===== src/rtl/mem_lsu.sv =====
// -----------------------------------------------------------------------------
// mem_lsu: memory-access stage of the five-stage RV32I pipeline.
//
// Executes loads and stores over a single-outstanding req/ack data bus. It
// stalls the pipeline while an access is in flight, builds lane-replicated
// store data and byte enables, and aligns and extends load data. It flags
// misaligned accesses and bus timeouts. Non-memory ops pass straight through
// to writeback combinationally.
//
// Ports:
//   clk, rst        clock; synchronous active-high reset
//   mem_reg_*       destination reg / write enable / ALU result from EX/MEM
//   mem_op          0 NOP, 1 LB, 2 LH, 3 LW, 4 LBU, 5 LHU, 6 SB, 7 SH, 8 SW
//   mem_addr        effective byte address
//   mem_sdata       store data (rs2)
//   wb_reg_*        writeback outputs to MEM/WB
//   stall_req       pipeline stall request
//   misalign        misaligned-access pulse
//   bus_err         bus-timeout pulse
//   dbus_*          registered request side of the data bus
//   dbus_ack        slave completion pulse
//   dbus_rdata      read word, valid with dbus_ack
// -----------------------------------------------------------------------------
module mem_lsu #(
   parameter int unsigned TIMEOUT = 255
) (
   input  logic        clk,
   input  logic        rst,
   input  logic [4:0]  mem_reg_waddr,
   input  logic        mem_reg_we,
   input  logic [31:0] mem_reg_wdata,
   input  logic [3:0]  mem_op,
   input  logic [31:0] mem_addr,
   input  logic [31:0] mem_sdata,
   output logic [4:0]  wb_reg_waddr,
   output logic        wb_reg_we,
   output logic [31:0] wb_reg_wdata,
   output logic        stall_req,
   output logic        misalign,
   output logic        bus_err,
   output logic        dbus_req,
   output logic        dbus_we,
   output logic [31:0] dbus_addr,
   output logic [3:0]  dbus_be,
   output logic [31:0] dbus_wdata,
   input  logic        dbus_ack,
   input  logic [31:0] dbus_rdata
);

   localparam logic [3:0] OpNop = 4'd0;
   localparam logic [3:0] OpLb  = 4'd1;
   localparam logic [3:0] OpLh  = 4'd2;
   localparam logic [3:0] OpLw  = 4'd3;
   localparam logic [3:0] OpLbu = 4'd4;
   localparam logic [3:0] OpLhu = 4'd5;
   localparam logic [3:0] OpSb  = 4'd6;
   localparam logic [3:0] OpSh  = 4'd7;
   localparam logic [3:0] OpSw  = 4'd8;

   // Last BUSY count before giving up on the ack.
   localparam logic [7:0] CntLast = 8'(TIMEOUT - 1);

   typedef enum logic [1:0] {StIdle, StBusy, StDone} state_e;

   state_e state_q, state_d;

   logic [7:0]  cnt_q, cnt_d;
   logic        err_q, err_d;
   logic [31:0] lbuf_q, lbuf_d;
   logic [3:0]  op_q, op_d;
   logic [1:0]  lane_q, lane_d;

   logic        dbus_req_q, dbus_req_d;
   logic        dbus_we_q, dbus_we_d;
   logic [31:0] dbus_addr_q, dbus_addr_d;
   logic [3:0]  dbus_be_q, dbus_be_d;
   logic [31:0] dbus_wdata_q, dbus_wdata_d;

   // ---------------------------------------------------------------------------
   // Decode of the incoming op
   // ---------------------------------------------------------------------------
   logic is_load, is_store, misaligned, access;

   always_comb begin
      is_load    = (mem_op >= OpLb) && (mem_op <= OpLhu);
      is_store   = (mem_op >= OpSb) && (mem_op <= OpSw);
      misaligned = ((mem_op == OpLh) || (mem_op == OpLhu) || (mem_op == OpSh)) && mem_addr[0];
      misaligned = misaligned ||
                   (((mem_op == OpLw) || (mem_op == OpSw)) && (mem_addr[1:0] != 2'b00));
      access     = (is_load || is_store) && !misaligned;
   end

   // Store byte enables and lane-replicated write data.
   logic [3:0]  st_be;
   logic [31:0] st_wdata;

   always_comb begin
      st_be    = 4'b1111;
      st_wdata = mem_sdata;
      case (mem_op)
         OpSb: begin
            st_be    = 4'b0001 << mem_addr[1:0];
            st_wdata = {4{mem_sdata[7:0]}};
         end
         OpSh: begin
            st_be    = mem_addr[1] ? 4'b1100 : 4'b0011;
            st_wdata = {2{mem_sdata[15:0]}};
         end
         default: begin
            st_be    = 4'b1111;
            st_wdata = mem_sdata;
         end
      endcase
   end

   // Load extraction from the captured word, using the op and lane latched
   // when the access was launched.
   logic [7:0]  ld_byte;
   logic [15:0] ld_half;
   logic [31:0] ld_ext;
   logic        done_store;

   always_comb begin
      unique case (lane_q)
         2'd0: ld_byte = lbuf_q[7:0];
         2'd1: ld_byte = lbuf_q[15:8];
         2'd2: ld_byte = lbuf_q[23:16];
         2'd3: ld_byte = lbuf_q[31:24];
         default: ld_byte = lbuf_q[7:0];
      endcase
      ld_half = lane_q[1] ? lbuf_q[31:16] : lbuf_q[15:0];
      case (op_q)
         OpLb:    ld_ext = {{24{ld_byte[7]}}, ld_byte};
         OpLbu:   ld_ext = {24'h0, ld_byte};
         OpLh:    ld_ext = {{16{ld_half[15]}}, ld_half};
         OpLhu:   ld_ext = {16'h0, ld_half};
         default: ld_ext = lbuf_q;
      endcase
      done_store = (op_q == OpSb) || (op_q == OpSh) || (op_q == OpSw);
   end

   // ---------------------------------------------------------------------------
   // FSM: state register
   // ---------------------------------------------------------------------------
   always_ff @(posedge clk) begin
      if (rst) begin
         state_q <= StIdle;
      end else begin
         state_q <= state_d;
      end
   end

   // ---------------------------------------------------------------------------
   // FSM: next state
   // ---------------------------------------------------------------------------
   always_comb begin
      state_d = state_q;
      case (state_q)
         StIdle: if (access) state_d = StBusy;
         StBusy: if (dbus_ack || (cnt_q == CntLast)) state_d = StDone;
         StDone: state_d = StIdle;
         default: state_d = StIdle;
      endcase
   end

   // ---------------------------------------------------------------------------
   // FSM: combinational outputs
   // ---------------------------------------------------------------------------
   always_comb begin
      wb_reg_waddr = mem_reg_waddr;
      wb_reg_we    = mem_reg_we;
      wb_reg_wdata = mem_reg_wdata;
      stall_req    = 1'b0;
      misalign     = 1'b0;
      bus_err      = 1'b0;
      if (rst) begin
         wb_reg_waddr = 5'd0;
         wb_reg_we    = 1'b0;
         wb_reg_wdata = 32'd0;
      end else begin
         case (state_q)
            StIdle: begin
               if (misaligned) begin
                  misalign  = 1'b1;
                  wb_reg_we = 1'b0;
               end else if (access) begin
                  stall_req = 1'b1;
                  wb_reg_we = 1'b0;
               end
            end
            StBusy: begin
               stall_req = 1'b1;
               wb_reg_we = 1'b0;
            end
            StDone: begin
               if (err_q) begin
                  bus_err   = 1'b1;
                  wb_reg_we = 1'b0;
               end else if (done_store) begin
                  wb_reg_we = 1'b0;
               end else begin
                  wb_reg_wdata = ld_ext;
               end
            end
            default: begin
               wb_reg_we = 1'b0;
            end
         endcase
      end
   end

   // ---------------------------------------------------------------------------
   // Datapath registers: bus request, timeout counter, load buffer
   // ---------------------------------------------------------------------------
   always_comb begin
      cnt_d        = cnt_q;
      err_d        = err_q;
      lbuf_d       = lbuf_q;
      op_d         = op_q;
      lane_d       = lane_q;
      dbus_req_d   = dbus_req_q;
      dbus_we_d    = dbus_we_q;
      dbus_addr_d  = dbus_addr_q;
      dbus_be_d    = dbus_be_q;
      dbus_wdata_d = dbus_wdata_q;
      case (state_q)
         StIdle: begin
            if (access) begin
               dbus_req_d   = 1'b1;
               dbus_we_d    = is_store;
               dbus_addr_d  = {mem_addr[31:2], 2'b00};
               dbus_be_d    = is_store ? st_be : 4'b1111;
               dbus_wdata_d = is_store ? st_wdata : 32'd0;
               cnt_d        = 8'd0;
               err_d        = 1'b0;
               op_d         = mem_op;
               lane_d       = mem_addr[1:0];
            end
         end
         StBusy: begin
            // An ack on the final count still wins over the timeout.
            if (dbus_ack) begin
               dbus_req_d = 1'b0;
               lbuf_d     = dbus_rdata;
            end else if (cnt_q == CntLast) begin
               dbus_req_d = 1'b0;
               err_d      = 1'b1;
            end else begin
               cnt_d = cnt_q + 8'd1;
            end
         end
         StDone: begin
            err_d = 1'b0;
         end
         default: begin
            dbus_req_d = 1'b0;
         end
      endcase
   end

   always_ff @(posedge clk) begin
      if (rst) begin
         cnt_q        <= 8'd0;
         err_q        <= 1'b0;
         lbuf_q       <= 32'd0;
         op_q         <= OpNop;
         lane_q       <= 2'd0;
         dbus_req_q   <= 1'b0;
         dbus_we_q    <= 1'b0;
         dbus_addr_q  <= 32'd0;
         dbus_be_q    <= 4'd0;
         dbus_wdata_q <= 32'd0;
      end else begin
         cnt_q        <= cnt_d;
         err_q        <= err_d;
         lbuf_q       <= lbuf_d;
         op_q         <= op_d;
         lane_q       <= lane_d;
         dbus_req_q   <= dbus_req_d;
         dbus_we_q    <= dbus_we_d;
         dbus_addr_q  <= dbus_addr_d;
         dbus_be_q    <= dbus_be_d;
         dbus_wdata_q <= dbus_wdata_d;
      end
   end

   assign dbus_req   = dbus_req_q;
   assign dbus_we    = dbus_we_q;
   assign dbus_addr  = dbus_addr_q;
   assign dbus_be    = dbus_be_q;
   assign dbus_wdata = dbus_wdata_q;

endmodule


===== config.mk =====
export PLATFORM = sky130hd
export DESIGN_NAME = mem_lsu
export DESIGN_NICKNAME = d
export VERILOG_FILES = /design/src/rtl/mem_lsu.sv
export SDC_FILE = /design/constraint.sdc
export NUM_CORES = 1
export LEC_CHECK = 0
export CORE_MARGIN = 1.5
export CORE_UTILIZATION = 48
export CTS_BUF_LIST = sky130_fd_sc_hd__clkbuf_4
export DETAILED_ROUTE_END_ITERATION = 10
export PLACE_DENSITY = 0.89
export REMOVE_ABC_BUFFERS = 1
export SLEW_MARGIN = 20
export SYNTH_ARGS = -nofsm -noshare
export SYNTH_HDL_FRONTEND = slang
export SYNTH_SLANG_ARGS = --single-unit

===== constraint.sdc =====
create_clock -name clk -period 5.6 [get_ports clk]
set_input_delay 1.68 -clock clk [delete_from_list [all_inputs] [get_ports clk]]
set_output_delay 1.68 -clock clk [all_outputs]
set_load 0.01 [all_outputs]

==> results.json, run 1 <==
{
  "r2r_cells": 4,
  "path_max_fanout": 7,
  "drt_wl_total_mm": 17.87,
  "dieArea_um2": 12990,
  "diodes": 0,
  "clkLatencyLatePin_ns": 0.53,
  "switching_share_pct": 29.67,
  "holdCritPathClass": "flop to flop",
  "relSlewSlack_pct": 40.90,
  "slew_viol_final": 0,
  "r2r_slack_ns": 3.53,
  "period_share_pct": 97.63,
  "io_buffers": 249,
  "syn2layout_area_growth_pct": 47.67,
  "cp.required_ns": 3.92,
  "cts_tree": "done",
  "start_util_pct": 49.21,
  "cts_max_path_buffers": 2,
  "worstMarginPinSlew_ns": 0.8812,
  "postCtsResizedCells": 1,
  "numCtsBuffers": 17,
  "peakVddDrop_mv": 0.2290,
  "wl_per_cell_um": 16.41,
  "drc": 0,
  "ys.flop_type": "dfxtp_1",
  "synth_seq_cells": 117,
  "ioPinCount": 252,
  "path_depth": 6,
  "power_switching_mw": 0.5936,
  "finalNetCount": 1072,
  "hold_buffers": 0,
  "die_y_um": 114.0,
  "max_stage_delay_ns": 0.57,
  "yosysSeqAreaShare_pct": 39.63,
  "yosys.area.top_type": "dfxtp_1",
  "grt_overflow": 0,
  "max_freq_ghz": 0.1829,
  "synth_most_common_cell": "dfxtp_1",
  "path_clk_slew_ns": 0.10,
  "syn_inst": 701,
  "drt.antenna.violating_nets": 0,
  "dpl_worst_slack_ns": -0.003894,
  "drtPass1Iterations": 5,
  "syn_area_per_cell_um2": 8.432,
  "cp.arrival_ns": 3.79,
  "clkSinkCount": 117,
  "ys_types": 63,
  "critPathKind": "input port to primary output",
  "final.min_clock_period_ns": 5.467,
  "power_frac_seq_pct": 45.5,
  "vias": 6002,
  "root_buffer": "clkbuf_4",
  "grt_max_degree": 94,
  "start_kind": "input port",
  "setup_viol": 0,
  "worst_path_max_delay_cell": "clkdlybuf4s50_1",
  "p_comb_share_pct": 24.1,
  "reg2reg_to": "cnt_q[7]$_SDFFE_PP0P_",
  "cp_top_family": "buffers and inverters",
  "grt_usage_pct": 27.74,
  "drtIter0Drc": 424,
  "internal_power_mw": 1.407,
  "detailed_place_hpwl_mm": 12.79,
  "synth-async-reset-ratio_pct": 0,
  "fp.dieW_um": 114.0,
  "yosysWarnings": 0,
  "viasPerCell": 5.511,
  "p_leak_nw": 3.213,
  "power.density_nw_per_um2": 229.2,
  "rr_startpoint": "state_q[0]$_SDFFE_PP0P_",
  "synth_top_area_share_pct": 39.63,
  "min_from": "lbuf_q[4]$_SDFFE_PP0P_",
  "synth_area_leaders": "dfxtp_1 (40%), mux2i_1 (9.8%), nand2_1 (5.8%), a21oi_1 (4.7%), nor2_1 (4.3%)",
  "total_power_mw": 2.001,
  "rsz0062_at_grt": "false",
  "min_path_cells": 2,
  "cp-end-kind": "primary output",
  "synth_edf_count": 0,
  "place.gp.congestion": 0.8340,
  "fp-row-count": 40,
  "grt_pass1_vias": 5891,
  "outcome": "completed",
  "crit_top_cell": "clkdlybuf4s50_1",
  "crit_buf_inv": 2,
  "fin_ws_ns": 0.1327,
  "hold_viol_final": 0,
  "holdPathEnd": "lbuf_q[4]$_SDFFE_PP0P_",
  "htree_num_levels": 4,
  "coreArea_um2": 12010,
  "grt_pass1_wl_mm": 28.64,
  "fin_skew_ns": 0.01764,
  "antenna_found_initial": 0,
  "cap_violations": 0,
  "cts_setup_buffers": 0,
  "synth.top_cells.by_count": "dfxtp_1 (117), nand2_1 (92), nor2_1 (68), mux2i_1 (58), a21oi_1 (55)",
  "crit_chain": "clkdlybuf4s50_1, or3b_2, a211oi_1, nor3_1, nor2b_1, clkdlybuf4s50_1",
  "drive_above_1_share_pct": 8.068,
  "clock_power_share_pct": 30.4,
  "netlist_area_um2": 5911
}
==> flip-flops by register name, indices dropped and copies added (netlist names) <==
register and cells:
dbus_wdata 32, lbuf_q 32, dbus_addr 30, cnt_q 8, dbus_be 4, op_q 4, lane_q 2, state_q 2
dbus_req 1, dbus_we 1, err_q 1
==> stage by stage <==
| step | instances | instance area (um^2) | TNS [ns] | utilization, % | hold slack (ns) |
|---|---|---|---|---|---|
| floorplan | 642 | 5614 | -28.89 | - | 0.4305 |
| global placement | 1057 | 8449 | 0 | 70.34 | 0.4353 |
| detailed placement | 1057 | 8449 | -0.003894 | 70.34 | 0.4432 |
| CTS | 1089 | 8723 | 0 | 72.63 | 0.4621 |
| global route | 1089 | 8728 | 0 | 72.67 | 0.4842 |
| finish | 1089 | 8728 | 0 | 72.67 | 0.4657 |
==> routing by layer <==
metal	share of wire (%)	wire [um]	track usage (%)	vias up
li1	-	-	-	2947
met1	42	7472	32.75	2798
met2	47	8476	46.75	228
met3	8.6	1531	9.989	29
met4	2.2	391	9.500	0
met5	0	0	0	-
==> worst min-delay path, stage by stage (launching register included) <==
cell and delay (ns):
dfxtp_1 0.33, nand2_1 0.05, a21oi_1 0.05
==> worst max path at each step <==
stage / start / endpoint / slack [ns]
3_3_place_gp: mem_op[3] / wb_reg_we / 0.05
5_1_grt: mem_op[1] / misalign / 0.03
6_report: mem_op[1] / misalign / 0.13
3_5_place_dp: mem_op[3] / wb_reg_we / -0.004
2_1_floorplan: mem_op[0] / dbus_wdata[0]$_SDFFE_PP0P_ / -0.94
4_1_cts: mem_op[0] / stall_req / 0.04
==> cell families after synthesis <==
kind of cell             share of synthesized area (%)
AND/OR/NAND/NOR                                  18.63
AO/OA/AOI/OAI                                    22.12
flip-flops                                       39.63
buffers and inverters                            6.668
multiplexers                                     11.73
XOR/XNOR                                        0.7410
adder cells (fa/ha/maj)                         0.4233
other                                          0.06344
==> layout by cell type, fill, tap and decap left out, types with 16 or more instances in the layout <==
cell type,n
nand3b_1,18
a22o_1,16
nor2_1,67
inv_1,24
mux2i_1,58
clkbuf_4,19
a21oi_1,55
buf_4,20
nand2_1,92
o21ai_0,26
dfxtp_1,117
o31ai_1,16
o2bb2ai_1,16
clkdlybuf4s50_1,245
==> power groups by stage <==
| stage | Combinational (mW) | Sequential [mW] | Clock [mW] |
|---|---|---|---|
| after floorplan | 0.199 | 0.937 | 0 |
| after global placement | 0.473 | 0.927 | 0 |
| after detailed placement | 0.482 | 0.928 | 0 |
| after CTS | 0.484 | 0.910 | 0.622 |
| after global routing | 0.521 | 0.918 | 0.666 |
| final | 0.483 | 0.910 | 0.608 |
==> final cells by class <==
class	instances	area (um^2)
tap	147	183.9
clock buffer	19	142.6
timing repair buffer	268	2636
multi-input combinational	500	3197
clock inverter	13	132.6
fill	905	3283
sequential	117	2342
inverter	25	93.84
Power figures use the tool's default switching activity.
==> run 2: changes to the inputs <==
SETUP_SLACK_MARGIN = 0.2   (was not set)
==> results.json, run 2 (synthesized netlist as in run 1, its figures left out) <==
{
  "diodes": 0,
  "detailed_place_hpwl_mm": 12.79,
  "path_clk_slew_ns": 0.10,
  "final.min_clock_period_ns": 5.306,
  "rsz0062_at_grt": "false",
  "setup_viol": 0,
  "worstMarginPinSlew_ns": 0.8779,
  "vias": 5983,
  "cts_setup_buffers": 0,
  "cp.arrival_ns": 3.63,
  "drtIter0Drc": 417,
  "period_share_pct": 94.74,
  "relSlewSlack_pct": 41.12,
  "clkSinkCount": 117,
  "cp-end-kind": "primary output",
  "drt.antenna.violating_nets": 0,
  "fin_util_pct": 72.55,
  "coreArea_um2": 12010,
  "die_y_um": 114.0,
  "grt_usage_pct": 27.74,
  "final_common_cell": "clkdlybuf4s50_1",
  "fin_skew_ns": 0.01795,
  "start_util_pct": 49.21,
  "drtPass1Iterations": 5,
  "fp.dieW_um": 114.0,
  "slew_viol_final": 0,
  "finalNetCount": 1072,
  "io_buffers": 249,
  "tns_ns": 0,
  "fin_cells": 1089,
  "multiInputGateArea_um2": 3197,
  "hold_viol_final": 0,
  "hold_buffers": 0,
  "cp.required_ns": 3.92,
  "met3WireLength_mm": 1.509,
  "htree_num_levels": 4,
  "p_leak_nw": 3.197,
  "syn2layout_area_growth_pct": 47.44,
  "grt_overflow": 0,
  "power.density_nw_per_um2": 229.6,
  "post-place-cells": 1057,
  "fill_cells": 909,
  "grt_pass1_wl_mm": 28.64,
  "seqCellArea_um2": 2342,
  "wl_met2_mm": 8.492,
  "outcome": "completed",
  "drive_above_1_share_pct": 8.174,
  "top_layer": "met4",
  "max_freq_ghz": 0.1885,
  "final_cell_mix": "clkdlybuf4s50_1 (243), dfxtp_1 (117), nand2_1 (92)",
  "holdCritPathClass": "flop to flop",
  "drc": 0,
  "dieArea_um2": 12990,
  "path_max_fanout": 6,
  "wl_per_cell_um": 16.45,
  "wl_met1_mm": 7.518,
  "drt_wl_total_mm": 17.92,
  "clkLatencyLatePin_ns": 0.53,
  "cts_max_path_buffers": 2,
  "cts_tree": "done",
  "grt_pass1_vias": 5891,
  "grt_max_degree": 94,
  "peakVddDrop_mv": 0.2287,
  "ioPinCount": 252,
  "root_buffer": "clkbuf_4",
  "viasPerCell": 5.494,
  "cap_violations": 0,
  "critPathKind": "input port to primary output",
  "fp-row-count": 40,
  "place.gp.congestion": 0.8340,
  "antenna_found_initial": 0,
  "start_kind": "input port",
  "numCtsBuffers": 17
}
==> run 2: cell count changes in the layout (fill, tap and decap cells not counted), sizes merged <==
cell           before  now
clkdlybuf4s50     245  243
dlygate4sd2         1    4
dlymetal6s2s        2    0
clkbuf             19   20
==> run 2: worst paths after layout <==
| kind | startpoint | endpoint | slack, ns | cells after the start |
|---|---|---|---|---|
| worst max-delay path | mem_op[0] | wb_reg_we | 0.29 | 7 |
| worst min-delay path | lbuf_q[2]$_SDFFE_PP0P_ | lbuf_q[2]$_SDFFE_PP0P_ | 0.46 | 2 |
| worst min register to register | lbuf_q[2]$_SDFFE_PP0P_ | lbuf_q[2]$_SDFFE_PP0P_ | 0.46 | 2 |
| worst max register to register | state_q[0]$_SDFFE_PP0P_ | cnt_q[7]$_SDFFE_PP0P_ | 3.55 | 4 |
==> run 2: repair_timing <==
item / CTS / global route
cloned: 0 / 0
gates resized for setup: 5 / 3
pin swaps: 0 / 0
endpoints found under the setup margin: 3 / 1
==> run 2: final cells by class <==
cell class                      count  share of cell area, %
Clock inverter                     13                  1.522
Tap cell                          147                  2.111
Clock buffer                       19                  1.637
Sequential cell                   117                  26.88
Multi-Input combinational cell    500                  36.68
Inverter                           25                  1.077
Timing Repair Buffer              268                  30.09
==> run 2: per-stage QoR <==
step                      hold WS [ns]  cell area (um^2)  setup WS [ns]  total power [mW]
after global routing            0.4842              8715         0.2037             2.103
after global placement          0.4353              8449        0.05187             1.400
final                           0.4628              8715         0.2943             2.000
after CTS                       0.4621              8718         0.2888             2.015
after detailed placement        0.4432              8449      -0.003894             1.410
after floorplan                 0.4305              5614        -0.9436             1.136
==> run 2: power breakdown <==
group	leakage (nW)	switching, mW	internal, mW
clock	0.136	0.336	0.272
sequential	0.952	0.0358	0.874
combinational	2.11	0.222	0.259
==> run 2: per-layer routing <==
metal  up-vias  track usage [%]
met2       232            46.75
met1      2772            32.75
met3        32            9.989
met4         0            9.500
met5         -                0
li1       2947                -
==> run 2: worst max-delay path, cell delays in order <==
cell             delay, ns
clkdlybuf4s50_1       0.50
or3b_2                0.52
a211oi_1              0.23
nor3_1                0.12
a31oi_1               0.16
nor4b_1               0.07
dlygate4sd2_1         0.34
